`src/rtl/vga_text_console.sv`:
```
// Terminal-style write controller for a COLS x ROWS text RAM: cursor, CR/LF/BS, clear and scroll-up.
// Define VGA_CONSOLE_SCROLL_EN for the scroll sequence; otherwise the cursor wraps to (0,0).
module vga_text_console #(
  parameter int          COLS       = 40,
  parameter int          ROWS       = 25,
  parameter logic [15:0] CLEAR_WORD = 16'h0020
) (
  input  logic        clk,
  input  logic        rst,
  input  logic        char_valid,
  output logic        char_ready,
  input  logic [7:0]  char_in,
  input  logic [7:0]  col_in,
  input  logic        clear_req,
  output logic        busy,
  output logic [5:0]  cursor_x,
  output logic [4:0]  cursor_y,
  output logic [9:0]  ram_addr,
  output logic [15:0] ram_wdata,
  output logic        ram_we,
  input  logic [15:0] ram_rdata
);

  localparam logic [9:0] COLS_W    = 10'(COLS);
  localparam logic [9:0] LAST_ADDR = 10'(COLS * ROWS - 1);
  localparam logic [5:0] LAST_X    = 6'(COLS - 1);
  localparam logic [4:0] LAST_Y    = 5'(ROWS - 1);
  localparam logic [7:0] CH_BS     = 8'h08;
  localparam logic [7:0] CH_LF     = 8'h0A;
  localparam logic [7:0] CH_CR     = 8'h0D;
`ifdef VGA_CONSOLE_SCROLL_EN
  localparam logic [9:0] FILL_BASE = 10'(COLS * (ROWS - 1));
  localparam logic [9:0] LAST_COPY = 10'(COLS * (ROWS - 1) - 1);
`endif

  typedef enum logic [2:0] {
    ST_IDLE   = 3'd0,
    ST_PUT    = 3'd1,
`ifdef VGA_CONSOLE_SCROLL_EN
    ST_SCR_RD = 3'd2,
    ST_SCR_WR = 3'd3,
`endif
    ST_FILL   = 3'd4
  } state_t;

  state_t      r_state, w_state_nxt;
  logic [5:0]  r_cx, w_cx_nxt, r_nx, w_nx_nxt;
  logic [4:0]  r_cy, w_cy_nxt, r_ny, w_ny_nxt;
  logic [9:0]  r_addr, w_addr_nxt;
  logic [15:0] r_wdata, w_wdata_nxt;
  logic        r_we, w_we_nxt;
  logic        r_clear_pending, w_pend_nxt;
  logic [9:0]  w_cur_addr;
  logic        w_accept;
`ifdef VGA_CONSOLE_SCROLL_EN
  logic [9:0]  r_idx, w_idx_nxt;
  logic        r_scroll, w_scroll_nxt;
  logic        r_wsel_rd, w_wsel_nxt;
`else
  logic        w_unused_rdata;
  assign w_unused_rdata = ^ram_rdata;
`endif

  assign w_cur_addr = ({5'd0, r_cy} * COLS_W) + {4'd0, r_cx};
  assign char_ready = (r_state == ST_IDLE) & ~r_clear_pending & ~rst;
  assign w_accept   = char_valid & char_ready;
  assign busy       = (r_state != ST_IDLE) | r_clear_pending;
  assign cursor_x   = r_cx;
  assign cursor_y   = r_cy;
  assign ram_addr   = r_addr;
  assign ram_we     = r_we;
`ifdef VGA_CONSOLE_SCROLL_EN
  // Copy writes forward the RAM read register directly so each moved word costs two clocks.
  assign ram_wdata  = r_wsel_rd ? ram_rdata : r_wdata;
`else
  assign ram_wdata  = r_wdata;
`endif

  always_comb begin
    w_state_nxt  = r_state;
    w_cx_nxt     = r_cx;
    w_cy_nxt     = r_cy;
    w_nx_nxt     = r_nx;
    w_ny_nxt     = r_ny;
    w_addr_nxt   = r_addr;
    w_wdata_nxt  = r_wdata;
    w_we_nxt     = 1'b0;
    w_pend_nxt   = r_clear_pending | clear_req;
`ifdef VGA_CONSOLE_SCROLL_EN
    w_idx_nxt    = r_idx;
    w_scroll_nxt = r_scroll;
    w_wsel_nxt   = 1'b0;
`endif
    case (r_state)
      ST_IDLE: begin
        if (r_clear_pending) begin
          // A clear_req arriving on the entry cycle queues a second clear.
          w_pend_nxt  = clear_req;
          w_cx_nxt    = 6'd0;
          w_cy_nxt    = 5'd0;
          w_addr_nxt  = 10'd0;
          w_wdata_nxt = CLEAR_WORD;
          w_we_nxt    = 1'b1;
          w_state_nxt = ST_FILL;
        end else if (w_accept) begin
          case (char_in)
            CH_CR: w_cx_nxt = 6'd0;
            CH_LF: begin
              w_cx_nxt = 6'd0;
              if (r_cy != LAST_Y) begin
                w_cy_nxt = r_cy + 5'd1;
              end else begin
`ifdef VGA_CONSOLE_SCROLL_EN
                w_addr_nxt  = COLS_W;
                w_idx_nxt   = 10'd0;
                w_state_nxt = ST_SCR_RD;
`else
                w_cy_nxt    = 5'd0;
`endif
              end
            end
            CH_BS: begin
              if (r_cx != 6'd0) begin
                w_addr_nxt   = w_cur_addr - 10'd1;
                w_wdata_nxt  = CLEAR_WORD;
                w_we_nxt     = 1'b1;
                w_nx_nxt     = r_cx - 6'd1;
                w_ny_nxt     = r_cy;
`ifdef VGA_CONSOLE_SCROLL_EN
                w_scroll_nxt = 1'b0;
`endif
                w_state_nxt  = ST_PUT;
              end else begin
                w_state_nxt  = ST_IDLE;
              end
            end
            default: begin
              w_addr_nxt   = w_cur_addr;
              w_wdata_nxt  = {col_in, char_in};
              w_we_nxt     = 1'b1;
              w_state_nxt  = ST_PUT;
`ifdef VGA_CONSOLE_SCROLL_EN
              w_scroll_nxt = 1'b0;
`endif
              if (r_cx != LAST_X) begin
                w_nx_nxt = r_cx + 6'd1;
                w_ny_nxt = r_cy;
              end else if (r_cy != LAST_Y) begin
                w_nx_nxt = 6'd0;
                w_ny_nxt = r_cy + 5'd1;
              end else begin
                w_nx_nxt = 6'd0;
`ifdef VGA_CONSOLE_SCROLL_EN
                w_ny_nxt     = r_cy;
                w_scroll_nxt = 1'b1;
`else
                w_ny_nxt     = 5'd0;
`endif
              end
            end
          endcase
        end else begin
          w_state_nxt = ST_IDLE;
        end
      end
      ST_PUT: begin
        w_cx_nxt = r_nx;
        w_cy_nxt = r_ny;
`ifdef VGA_CONSOLE_SCROLL_EN
        if (r_scroll) begin
          w_addr_nxt  = COLS_W;
          w_idx_nxt   = 10'd0;
          w_state_nxt = ST_SCR_RD;
        end else begin
          w_state_nxt = ST_IDLE;
        end
`else
        w_state_nxt = ST_IDLE;
`endif
      end
`ifdef VGA_CONSOLE_SCROLL_EN
      ST_SCR_RD: begin
        w_addr_nxt  = r_idx;
        w_we_nxt    = 1'b1;
        w_wsel_nxt  = 1'b1;
        w_state_nxt = ST_SCR_WR;
      end
      ST_SCR_WR: begin
        if (r_idx == LAST_COPY) begin
          w_addr_nxt  = FILL_BASE;
          w_wdata_nxt = CLEAR_WORD;
          w_we_nxt    = 1'b1;
          w_state_nxt = ST_FILL;
        end else begin
          w_idx_nxt   = r_idx + 10'd1;
          w_addr_nxt  = r_idx + COLS_W + 10'd1;
          w_state_nxt = ST_SCR_RD;
        end
      end
`endif
      ST_FILL: begin
        if (r_addr == LAST_ADDR) begin
          w_state_nxt = ST_IDLE;
        end else begin
          w_addr_nxt = r_addr + 10'd1;
          w_we_nxt   = 1'b1;
        end
      end
      default: w_state_nxt = ST_IDLE;
    endcase
  end

  // State and datapath registers; reset drops the write strobe immediately.
  always_ff @(posedge clk or posedge rst) begin
    if (rst) begin
      r_state         <= ST_IDLE;
      r_cx            <= 6'd0;
      r_cy            <= 5'd0;
      r_nx            <= 6'd0;
      r_ny            <= 5'd0;
      r_addr          <= 10'd0;
      r_wdata         <= 16'h0000;
      r_we            <= 1'b0;
      r_clear_pending <= 1'b0;
`ifdef VGA_CONSOLE_SCROLL_EN
      r_idx           <= 10'd0;
      r_scroll        <= 1'b0;
      r_wsel_rd       <= 1'b0;
`endif
    end else begin
      r_state         <= w_state_nxt;
      r_cx            <= w_cx_nxt;
      r_cy            <= w_cy_nxt;
      r_nx            <= w_nx_nxt;
      r_ny            <= w_ny_nxt;
      r_addr          <= w_addr_nxt;
      r_wdata         <= w_wdata_nxt;
      r_we            <= w_we_nxt;
      r_clear_pending <= w_pend_nxt;
`ifdef VGA_CONSOLE_SCROLL_EN
      r_idx           <= w_idx_nxt;
      r_scroll        <= w_scroll_nxt;
      r_wsel_rd       <= w_wsel_nxt;
`endif
    end
  end

endmodule

```
`config.mk`:
```
export PLATFORM = sky130hd
export DESIGN_NAME = vga_text_console
export DESIGN_NICKNAME = d
export VERILOG_FILES = /design/src/rtl/vga_text_console.sv
export SDC_FILE = /design/constraint.sdc
export NUM_CORES = 1
export LEC_CHECK = 0
export CORE_MARGIN = 1
export CORE_UTILIZATION = 28
export DETAILED_ROUTE_END_ITERATION = 16
export SYNTH_ARGS = -nofsm -noshare
export SYNTH_HDL_FRONTEND = slang
export SYNTH_SLANG_ARGS = --single-unit
```
`constraint.sdc`:
```
create_clock -name clk -period 2.6 [get_ports clk]
set_clock_uncertainty 0.2 [all_clocks]
set_input_delay 0.26 -clock clk [delete_from_list [all_inputs] [get_ports clk]]
set_output_delay 0.26 -clock clk [all_outputs]
set_load 0.03 [all_outputs]
```
After elaboration in Yosys (flattened, before gate mapping) --
Index checks and enable logic that the tools add are counted. W data, S select, Z words.
Word-level totals: input bits 36, output and inout bits 40, word-level logic and storage cells 95, flip-flop bits (word level) 53
Operators by class: equality and inequality tests 19, add/subtract/negate cells 6, muxes and demuxes 39, bitwise operators 8, multiply operators 1, reduce and logical (&&, ||, !) cells 13
Operator list (number):
- $mux W16 | 3
- $mux W10 | 4
- $pmux W10 S2 | 2
- $pmux W16 S2 | 1
- $mux W5 | 6
- $mux W6 | 5
- $eq A8 B4 Y1 const B | 3
- $pmux W6 S2 | 2
- $pmux W5 S2 | 2
- $ne A3 B3 Y1 const B | 4
- $pmux W3 S2 | 2
- $add A10 B1 Y10 const B | 1
- $add A10 B6 Y10 | 1
- $eq A10 B10 Y1 const B | 1
- $reduce_and A5 Y1 | 2
- $sub A10 B1 Y10 const B | 1
- $mux W3 | 3
- $ne A4 B4 Y1 const B | 2
- $mul A5 B3 Y7 const B | 1
- $mux W1 | 7
- $add A6 B1 Y6 const B | 1
- $ne A2 B2 Y1 const B | 3
- $ne A6 B6 Y1 const B | 1
- $reduce_and A3 Y1 | 2
- 18 further kinds | 26

Depth between registers and ports, before layout --
Gate-level depths: netlist of run 1.
word-level depth 8, gate-level depth with buffers 10, gate-level depth less buffers 10

Least setup slack after synthesis of run 1 --
OpenSTA, ideal clock, no wires.
path kind reg-to-reg, start point register r_cy[3], in the netlist cursor_y[3], end point register r_addr[9], in the netlist ram_addr[9], data arrival time 2663 ps, data required time 2313 ps, period minus slack after synthesis 2950 ps, stages on the path, launching flop included 10, slack -350 ps, library setup time 87 ps, path buffers 0, path through dfrtp_1 > ha_1 > ha_1 > inv_1 > fa_1 > nor4b_1 > xnor2_1 > nand4_1 > xnor2_1 > a211oi_2
Between the ends: word-level cells in the longest chain between the ends 8
RTL lines:
- start: declaration | line 48 | logic [4:0] r_cy, w_cy_nxt, r_ny, w_ny_nxt;
- start signal: assignment | line 233 | r_cy <= w_cy_nxt;
- $mul A5 B3 Y7 * | line 64 | assign w_cur_addr = ({5'd0, r_cy} * COLS_W) + {4'd0, r_cx};
- $add A10 B6 Y10 * | line 64
- $sub A10 B1 Y10 | line 124 | w_addr_nxt = w_cur_addr - 10'd1;
- $mux W10 | line 123 | if (r_cx != 6'd0) begin
- $pmux W10 S2 * | line 106 | case (char_in)
- $mux W10 * | line 105 | end else if (w_accept) begin
- $mux W10 * | line 96 | if (r_clear_pending) begin
- $pmux W10 S2 * | line 94 | case (r_state)
- end signal: assignment | line 236 | r_addr <= w_addr_nxt;
- end: declaration | line 49 | logic [9:0] r_addr, w_addr_nxt;
Every way passes the cells marked *; elsewhere a longest branch is shown, timed or not. The select of a mux whose other input is x is not followed. A chain may end at the register's enable or synchronous reset.

Worst setup path in the final report of run 1 --
start point register r_cy[1], in the netlist cursor_y[1], end point register r_addr[9], in the netlist ram_addr[9]
Same word-level chain as after synthesis.

==> metrics.md, run 1 <==
| Metric | Value |
|---|---|
| Tcrit/Tclk final | `99.8%` |
| Ys async rst share | `100%` |
| CTS tree | `done` |
| Flops & latches, synth | `52` |
| Outcome | `complete, no violations` |
| Pre-CTS setup slack | `-87.9 ps` |
| GPL Wtd Cong | `0.807` |
| RR Startpoint | `cursor_y[1]` |
| Setup violations, final | `0` |
| EDFF count, synth | `0` |
| Die X | `110 um` |
| Clock root buffer | `clkbuf_16` |
| Core region area | `0.0111 mm^2` |
| Post-synth cell types | `65` |
| Ant. Diodes | `0` |
| Row cnt | `38` |
| CP max FO | `3` |
| Total congestion overflow | `0` |
| Area growth, synth to finish | `36.5%` |
| Hold Slack | `300 ps` |
| RR Endpoint | `ram_addr[9]` |
| Port Buffers | `59` |
| P_leak | `1.87 nW` |
| Most frequent cells in the layout | `clkdlybuf4s50_1, dfrtp_1, nor2_1, buf_4, a21oi_1` |
| Post-route setup slack | `5.17 ps` |
| Cts hold-fix bufs | `0` |
| Area contributors post-synth | `dfrtp_1, a22o_1, ha_1, xnor2_1, nor2_1` |
| Net Count, Synth | `385` |
| # DRC | `0` |
| Clock Pin Slew Worst Setup and Hold Paths | `70 ps` |
| Worst reg2reg setup slack | `5 ps` |
| Critical Path Start Type | `flip-flop` |
| Initial antenna violation count | `0` |
| GRT Total Usage | `14.6%` |
| CTS Buf Count | `5` |
| Post-route cell area | `0.00443 mm^2` |
| RSZ-0062 raised after global routing | `yes` |
| Routed WL | `8.39 mm` |
| Die Area | `0.0120 mm^2` |
| Top Ports | `76` |
| Worst hold path type | `flip-flop to flip-flop` |
| Fin nets | `467` |
| Largest net degree at the start of global routing | `53` |
| Routed len/inst | `15.1 um` |
| Htree depth | `2` |
| Levels on crit path | `9` |
| Vias | `2834` |
| Cell mode on critical path | `ha_4` |
| Fmax | `0.385 GHz` |
| Slew margin rel. | `55.5%` |
| Cell Area, Synth | `0.00325 mm^2` |
| Crit Path Class | `flip-flop to flip-flop` |
| Slew @ Worst Pin | `668 ps` |
| DP HPWL | `6.11 mm` |
| Worst Min Path Start | `ram_wdata[5]` |
| Layout cells sized above 1 | `19.0%` |
| Clk sinks | `52` |
| Seq/Total Area, Yosys | `40.1%` |
| Placed inst area | `0.00418 mm^2` |
| Max clock buf depth | `2` |
| Hold endpoint | `ram_wdata[5]` |
| WP data required | `2610 ps` |
| R2R cell count | `9` |
| Final Hold Vio Count | `0` |
| Cell Pwr Density | `348 mW/mm^2` |
| Critical Path End Type | `flip-flop` |
| DIE HEIGHT | `110 um` |
| Avg Cell Area, Syn | `9.75 um^2` |
| Area leader, netlist | `dfrtp_1` |
| Most common cell after layout, fill and taps aside | `clkdlybuf4s50_1` |
| First-pass GRT wire length | `13.6 mm` |
| Violation count after the first detailed-route iteration | `125` |
| Max Cap Viol | `0` |
| DRT antenna net count | `0` |
| Ys flop type | `dfrtp_1` |
| Peak VDD IR | `0.221 mV` |
| CP Data Arrival Time | `2600 ps` |
| DRT Pass-1 Iters | `4` |
| Post-layout minimum cycle time | `2590 ps` |
| Hold depth | `2` |
| Total power | `1.54 mW` |
| DR vias/cell | `5.10` |
| Cell family with most CP delay | `adder cells` |
| Vias in the first global route | `2734` |
| Critical path's largest stage delay | `470 ps` |
| Synth top area share | `40.1%` |
| Buffers and inverters on the worst path | `1` |
| Initial Util | `29.3%` |
| Clock Latency Late Sink | `290 ps` |
| Crit-path cells | `ha_4 -> ha_4 -> inv_2 -> fa_2 -> nor4b_4 -> xnor2_1 -> nand4_1 -> xnor2_2 -> a211oi_2` |
| Cells after Synth | `333` |
| Slowest-stage cell, CP | `fa_2` |
| Final max-slew violation count | `0` |
| Yosys warns | `0` |
per-stage QoR:
step,setup TNS (ps),std cells,util (%)
finish,0,556,40.0
global route,-278,556,40.0
CTS,0,556,39.5
detailed placement,-153,547,37.7
global placement,-60.8,547,37.7
floorplan,-133,333,-
metal layers:
layer | vias up | wire length (um) | GRT usage (%)
met2 | 50 | 3990 | 24.2
met5 | - | 0 | 0
met4 | 0 | 114 | 4.00
met1 | 1390 | 3970 | 19.4
met3 | 12 | 311 | 2.61
li1 | 1382 | - | -
where the power goes:
group	switching (mW)	internal (mW)	total, mW
Combinational	0.0322	0.0334	0.0657
Clock	0.309	0.359	0.668
Sequential	0.0000000000000000730	0.808	0.808
Total	0.342	1.20	1.54
cell usage after synthesis, drive strengths merged (4+ instances only):
| master | number |
|---|---|
| nand2 | 16 |
| and3 | 6 |
| mux2 | 6 |
| nand2b | 5 |
| and2 | 5 |
| nor2 | 38 |
| o21ai | 20 |
| a22o | 21 |
| xor2 | 4 |
| nor3 | 7 |
| xnor2 | 17 |
| dfrtp | 52 |
| nor2b | 5 |
| a22oi | 6 |
| a21oi | 24 |
| clkbuf | 5 |
| inv | 14 |
| ha | 14 |
| nand3 | 7 |
| a31oi | 4 |
| buf | 9 |
| nand4 | 4 |
flip-flops by register name (all words and copies together) (netlist names):
name	flops
r_clear_pending	1
r_state	2
r_ny	5
cursor_x	6
ram_wdata	16
ram_addr	10
ram_we	1
cursor_y	5
r_nx	6
kinds of logic after synthesis:
family	Yosys count	synth area share (%)
and+or+nand+nor	110	18.8
AOI/OAI and AO/OA	98	22.2
DFF	52	40.1
buffers and inverters	28	4.01
xor gates and xnor gates	21	5.66
adders and majority gates	16	6.63
muxes	8	2.70
worst max-delay path by stage:
stage	startpoint	endpoint	slack, ps
after floorplan	cursor_y[1]	ram_addr[9]	-120
after detailed placement	cursor_y[1]	ram_addr[9]	-90
final	cursor_y[1]	ram_addr[9]	5
after CTS	cursor_y[0]	ram_addr[9]	10
after global routing	cursor_y[1]	ram_addr[9]	-110
after global placement	cursor_y[1]	ram_addr[9]	-40
area by class of cell:
class / count / area, um^2
multi-input cells: 253 / 1920
inverters: 14 / 56.3
fillers: 1102 / 6650
well taps: 140 / 175
flip-flops and latches: 52 / 1310
clock inverters: 3 / 21.3
clock buffers: 5 / 125
repair buffers: 89 / 828
worst register-to-register path: stages (launching register included):
cell      delay (ps)
dfrtp_2          430
ha_4             250
ha_4             150
inv_2             50
fa_2             470
nor4b_4          240
xnor2_1          170
nand4_1          180
xnor2_2          180
a211oi_2         170
timing repair:
action                                  in CTS  in global routing
cloned                                       0                  0
gates resized for setup                      6                 11
endpoints found under the setup margin       3                  4
buffers inserted                             1                  0
pin swaps                                    6                  6
Power figures use the tool's default switching activity.
==> inputs of run 2 (changes only) <==
Settings changed: CORE_UTILIZATION 28 to 46, PLACE_DENSITY set to 0.77.
==> run 2 against run 1 <==
The flow now finishes with violations (negative setup slack). Sequential share of layout area increased by 0.67 points. Fmax decreased by 0.58%. Final cell count decreased by 8.1%. Critical path depth decreased by 1. Worst setup slack got worse by 15 ps. Register-to-register slack got worse by 20 ps. Sequential cell count unchanged. Combinational power about the same. Worst hold slack improved by 2.1 ps. Via count increased by 0.42%. Count of clock-buffer cells in the layout increased by 1.
==> metrics.md, run 2 (synthesis results as in run 1) <==
| Metric | Value |
|---|---|
| Port Buffers | `59` |
| CTS Buf Count | `5` |
| DRT Pass-1 Iters | `4` |
| Clock Pin Slew Worst Setup and Hold Paths | `90 ps` |
| Clock root buffer | `clkbuf_8` |
| Row cnt | `30` |
| Post-route setup slack | `-9.97 ps` |
| GRT Total Usage | `22.2%` |
| Layout cells sized above 1 | `19.5%` |
| Worst hold path type | `flip-flop to flip-flop` |
| WP data required | `2610 ps` |
| Final max-slew violation count | `0` |
| Vias in the first global route | `2727` |
| Total power | `1.31 mW` |
| Fin nets | `467` |
| Ant. Diodes | `0` |
| Vias | `2846` |
| Routed WL | `8.09 mm` |
| Largest net degree at the start of global routing | `53` |
| Die X | `86.0 um` |
| Critical Path Start Type | `flip-flop` |
| Initial Util | `47.8%` |
| GPL Wtd Cong | `0.881` |
| Routed len/inst | `15.8 um` |
| Post-route cell area | `0.00433 mm^2` |
| Core region area | `0.00679 mm^2` |
| Core Util, Final | `63.8%` |
| Area growth, synth to finish | `33.4%` |
| Crit Path Class | `flip-flop to flip-flop` |
| CP Data Arrival Time | `2620 ps` |
| Fmax | `0.383 GHz` |
| Final Non-Filler Cells | `511` |
| First-pass GRT wire length | `13.0 mm` |
| Initial antenna violation count | `0` |
| Most frequent cells in the layout | `clkdlybuf4s50_1, dfrtp_1, nor2_1, buf_4, a21oi_1` |
| # DRC | `0` |
| Cell Pwr Density | `302 mW/mm^2` |
| Slew @ Worst Pin | `644 ps` |
| Hold Slack | `302 ps` |
| CTS tree | `done` |
| DIE HEIGHT | `86.0 um` |
| Htree depth | `2` |
| CP max FO | `4` |
| Tcrit/Tclk final | `100%` |
| Critical Path End Type | `flip-flop` |
| Cts hold-fix bufs | `0` |
| Clk sinks | `52` |
| RSZ-0062 raised after global routing | `yes` |
| Slew margin rel. | `57.0%` |
| DR vias/cell | `5.57` |
| Die Area | `0.00740 mm^2` |
| DRT antenna net count | `0` |
| Max clock buf depth | `2` |
| Final Hold Vio Count | `0` |
| Number of cells after detailed placement | `502` |
| Max Cap Viol | `0` |
| Outcome | `complete, but fails checks` |
| Top Ports | `76` |
| Post-layout minimum cycle time | `2610 ps` |
| Peak VDD IR | `0.228 mV` |
| Clock Latency Late Sink | `300 ps` |
| Most common cell after layout, fill and taps aside | `clkdlybuf4s50_1` |
| Violation count after the first detailed-route iteration | `183` |
| P_leak | `1.85 nW` |
| Fillcell total | `546` |
| Failing checks | `negative setup slack` |
| Total congestion overflow | `0` |
| Max reg flops | `16` |
| Setup violations, final | `1` |
| Placed inst area | `0.00412 mm^2` |
| DP HPWL | `5.75 mm` |
## run 2: power by group
group	internal [mW]	switching (mW)
clock network	0.184	0.251
registers	0.808	0.0000000000000000714
logic	0.0334	0.0326
total	1.02	0.284
## run 2: worst paths after layout
path / from / endpoint / slack [ps] / cells past startpoint
setup / recovery: cursor_y[3] / ram_addr[8] / -10 / 8
hold / removal: r_nx[5] / cursor_x[5] / 300 / 1
setup reg to reg: cursor_y[3] / ram_addr[8] / -10 / 8
hold reg to reg: r_nx[5] / cursor_x[5] / 300 / 1
max in group asynchronous: rst / cursor_y[0] / 1360 / 3
min in group asynchronous: rst / ram_wdata[12] / 360 / 3
## run 2: critical path, cell delays in order (launching register included)
cell and delay [ps]:
dfrtp_2 430, ha_4 250, ha_4 160, inv_2 50
fa_2 470, xnor2_1 310, nand3_1 180, xnor2_2 170
o311ai_2 290
## run 2: per-layer routing
layer / wire length (um) / track usage [%]
met2: 4030 / 36.2
met1: 3490 / 30.2
met5: 0 / 0
met4: 160 / 7.42
met3: 408 / 3.56
## run 2: metrics by stage
step / TNS (ps) / setup slack, ps
floorplan: -133 / -119
global placement: -18.4 / -18.4
detailed placement: -138 / -90.3
CTS: -40.3 / -34.4
global route: -247 / -157
finish: -9.97 / -9.97
## run 2: cell type report
type | instances | area, um^2 | share of cell area (%)
timing repair buffer | 89 | 828 | 19.1
clock inverter | 1 | 5.00 | 0.115
tap | 96 | 120 | 2.77
clock buffer | 6 | 72.6 | 1.67
multi-input combinational | 253 | 1950 | 44.9
sequential | 52 | 1310 | 30.1
inverter | 14 | 56.3 | 1.30
## run 2: repair_timing
action	4_1_cts	5_1_grt
hold endpoints to repair	0	0
endpoints found under the setup margin	3	4
pin swaps	6	10
gates cloned	0	0
setup buffers	0	2
resized for setup	4	17
==> inputs of run 3 (changes only) <==
Settings changed: TNS_END_PERCENT set to 1.
==> run 3 against run 2 <==
The run still ends with negative setup slack left. Wire length decreased by 1.5%. Utilization fell by 0.81 points. Die area unchanged. Fmax decreased by 0.49%. Critical path type unchanged.
==> metrics.md, run 3 (synthesis results as in run 1) <==
| Metric | Value |
|---|---|
| CTS tree | `done` |
| Critical path's largest stage delay | `490 ps` |
| Slew @ Worst Pin | `657 ps` |
| Post-layout minimum cycle time | `2620 ps` |
| Clock root buffer | `clkbuf_8` |
| Vias in the first global route | `2738` |
| Max reg flops | `16` |
| R2R cell count | `9` |
| RSZ-0062 raised after global routing | `yes` |
| Row cnt | `30` |
| Hold Slack | `293 ps` |
| GPL Wtd Cong | `0.902` |
| Max Cap Viol | `0` |
| Crit Path Class | `flip-flop to flip-flop` |
| Most common cell after layout, fill and taps aside | `clkdlybuf4s50_1` |
| Initial Util | `47.8%` |
| Total congestion overflow | `0` |
| Routed len/inst | `15.7 um` |
| Clock Latency Late Sink | `320 ps` |
| Layout cells sized above 1 | `17.0%` |
| Cell Pwr Density | `313 mW/mm^2` |
| Hold endpoint | `ram_wdata[5]` |
| Tcrit/Tclk final | `101%` |
| RR Endpoint | `ram_addr[9]` |
| Worst hold path type | `flip-flop to flip-flop` |
| Largest net degree at the start of global routing | `53` |
| Failing checks | `negative setup slack` |
| Critical Path Start Type | `flip-flop` |
| Htree depth | `2` |
| DP HPWL | `5.79 mm` |
| Hold depth | `2` |
| Slew margin rel. | `56.2%` |
| DIE HEIGHT | `86.0 um` |
| Post-route setup slack | `-22.9 ps` |
| Critical Path End Type | `flip-flop` |
| Most frequent cells in the layout | `clkdlybuf4s50_1, dfrtp_1, nor2_1, a21oi_1, buf_4` |
| Final Hold Vio Count | `0` |
| RR Startpoint | `cursor_y[1]` |
| DR vias/cell | `5.57` |
| Setup violations, final | `1` |
| Clk sinks | `52` |
| Peak VDD IR | `0.292 mV` |
| Clock Pin Slew Worst Setup and Hold Paths | `100 ps` |
| Worst reg2reg setup slack | `-20 ps` |
| CP max FO | `2` |
| DRT antenna net count | `0` |
| Port Buffers | `59` |
| Final max-slew violation count | `0` |
| Die Area | `0.00740 mm^2` |
| DRT Pass-1 Iters | `4` |
| Routed WL | `7.97 mm` |
| First-pass GRT wire length | `13.1 mm` |
| Vias | `2828` |
| Violation count after the first detailed-route iteration | `180` |
| Die X | `86.0 um` |
| CP Data Arrival Time | `2620 ps` |
| Initial antenna violation count | `0` |
| Outcome | `complete, but fails checks` |
| # DRC | `0` |
| P_leak | `1.80 nW` |
| Fillcell total | `567` |
| Crit-path cells | `ha_4 -> ha_4 -> inv_2 -> fa_1 -> nor4b_2 -> xnor2_1 -> nand4_1 -> xnor2_1 -> a211oi_2` |
| Core region area | `0.00679 mm^2` |
| GRT Total Usage | `22.6%` |
| Slowest-stage cell, CP | `fa_1` |
| WP data required | `2600 ps` |
| Worst Min Path Start | `ram_wdata[5]` |
| Top Ports | `76` |
| Area growth, synth to finish | `31.7%` |
| Total negative slack | `-22.9 ps` |
| Fmax | `0.381 GHz` |
| CTS Buf Count | `5` |
| Max clock buf depth | `2` |
| Ant. Diodes | `0` |
| Fin nets | `463` |
| Cts hold-fix bufs | `0` |
==> run 3: cell count changes in the layout (fill, tap and decap cells not counted), sizes merged <==
cell	delta
buf	-4
clkinvlp	+1
==> run 3: report_power, final <==
part	switching, mW	internal, mW	total [mW]
registers	0.0000000000000000770	0.808	0.808
logic	0.0328	0.0333	0.0661
clock network	0.278	0.189	0.467
total	0.311	1.03	1.34
==> run 3: final cells by class <==
type | instances | area (um^2) | area share [%]
multi-input cells | 253 | 1900 | 44.4
flip-flops and latches | 52 | 1300 | 30.5
repair buffers | 85 | 815 | 19.0
well taps | 96 | 120 | 2.81
clock buffers | 6 | 72.6 | 1.70
inverters | 14 | 56.3 | 1.32
clock inverters | 2 | 12.5 | 0.292
==> run 3: how the worst max path moves through the flow <==
stage	startpoint	end	slack, ps	cells after the start
global placement	cursor_y[1]	ram_addr[9]	-110	9
global route	cursor_y[1]	ram_addr[9]	-120	11
CTS	cursor_y[1]	ram_addr[9]	-90	11
detailed placement	cursor_y[1]	ram_addr[9]	-280	9
finish	cursor_y[1]	ram_addr[9]	-20	9
floorplan	cursor_y[2]	ram_addr[9]	-240	9
==> run 3: per-layer routing <==
layer / GRT usage [%] / part of all wire (%) / vias up
li1: - / - / 1370
met1: 29.4 / 46 / 1393
met2: 38.0 / 50 / 56
met3: 3.46 / 2.6 / 9
met4: 8.48 / 1.4 / 0
met5: 0 / 0 / -
==> run 3: critical path: cells and delay by family (launching register included) <==
family / cells / cell delay [ps]
AOI/OAI and AO/OA: 1 / 90
xor gates and xnor gates: 2 / 410
buffers and inverters: 1 / 30
adders and majority gates: 3 / 900
and+or+nand+nor: 2 / 430
DFF: 1 / 440
==> run 3: repair_timing <==
action,CTS,global route
setup endpoints to repair,4,4
pin swaps,6,3
setup buffers,1,0
gates resized for setup,8,7
==> run 3: through the flow <==
step	util [%]	worst slack (ps)	power, mW	instance area (um^2)	cells
after floorplan	-	-245	0.848	3250	333
after global placement	60.3	-108	0.889	4100	499
after detailed placement	60.3	-284	0.891	4100	499
after CTS	62.5	-85.8	1.35	4250	508
after global routing	63.0	-119	1.38	4280	508
final	63.0	-22.9	1.34	4280	508
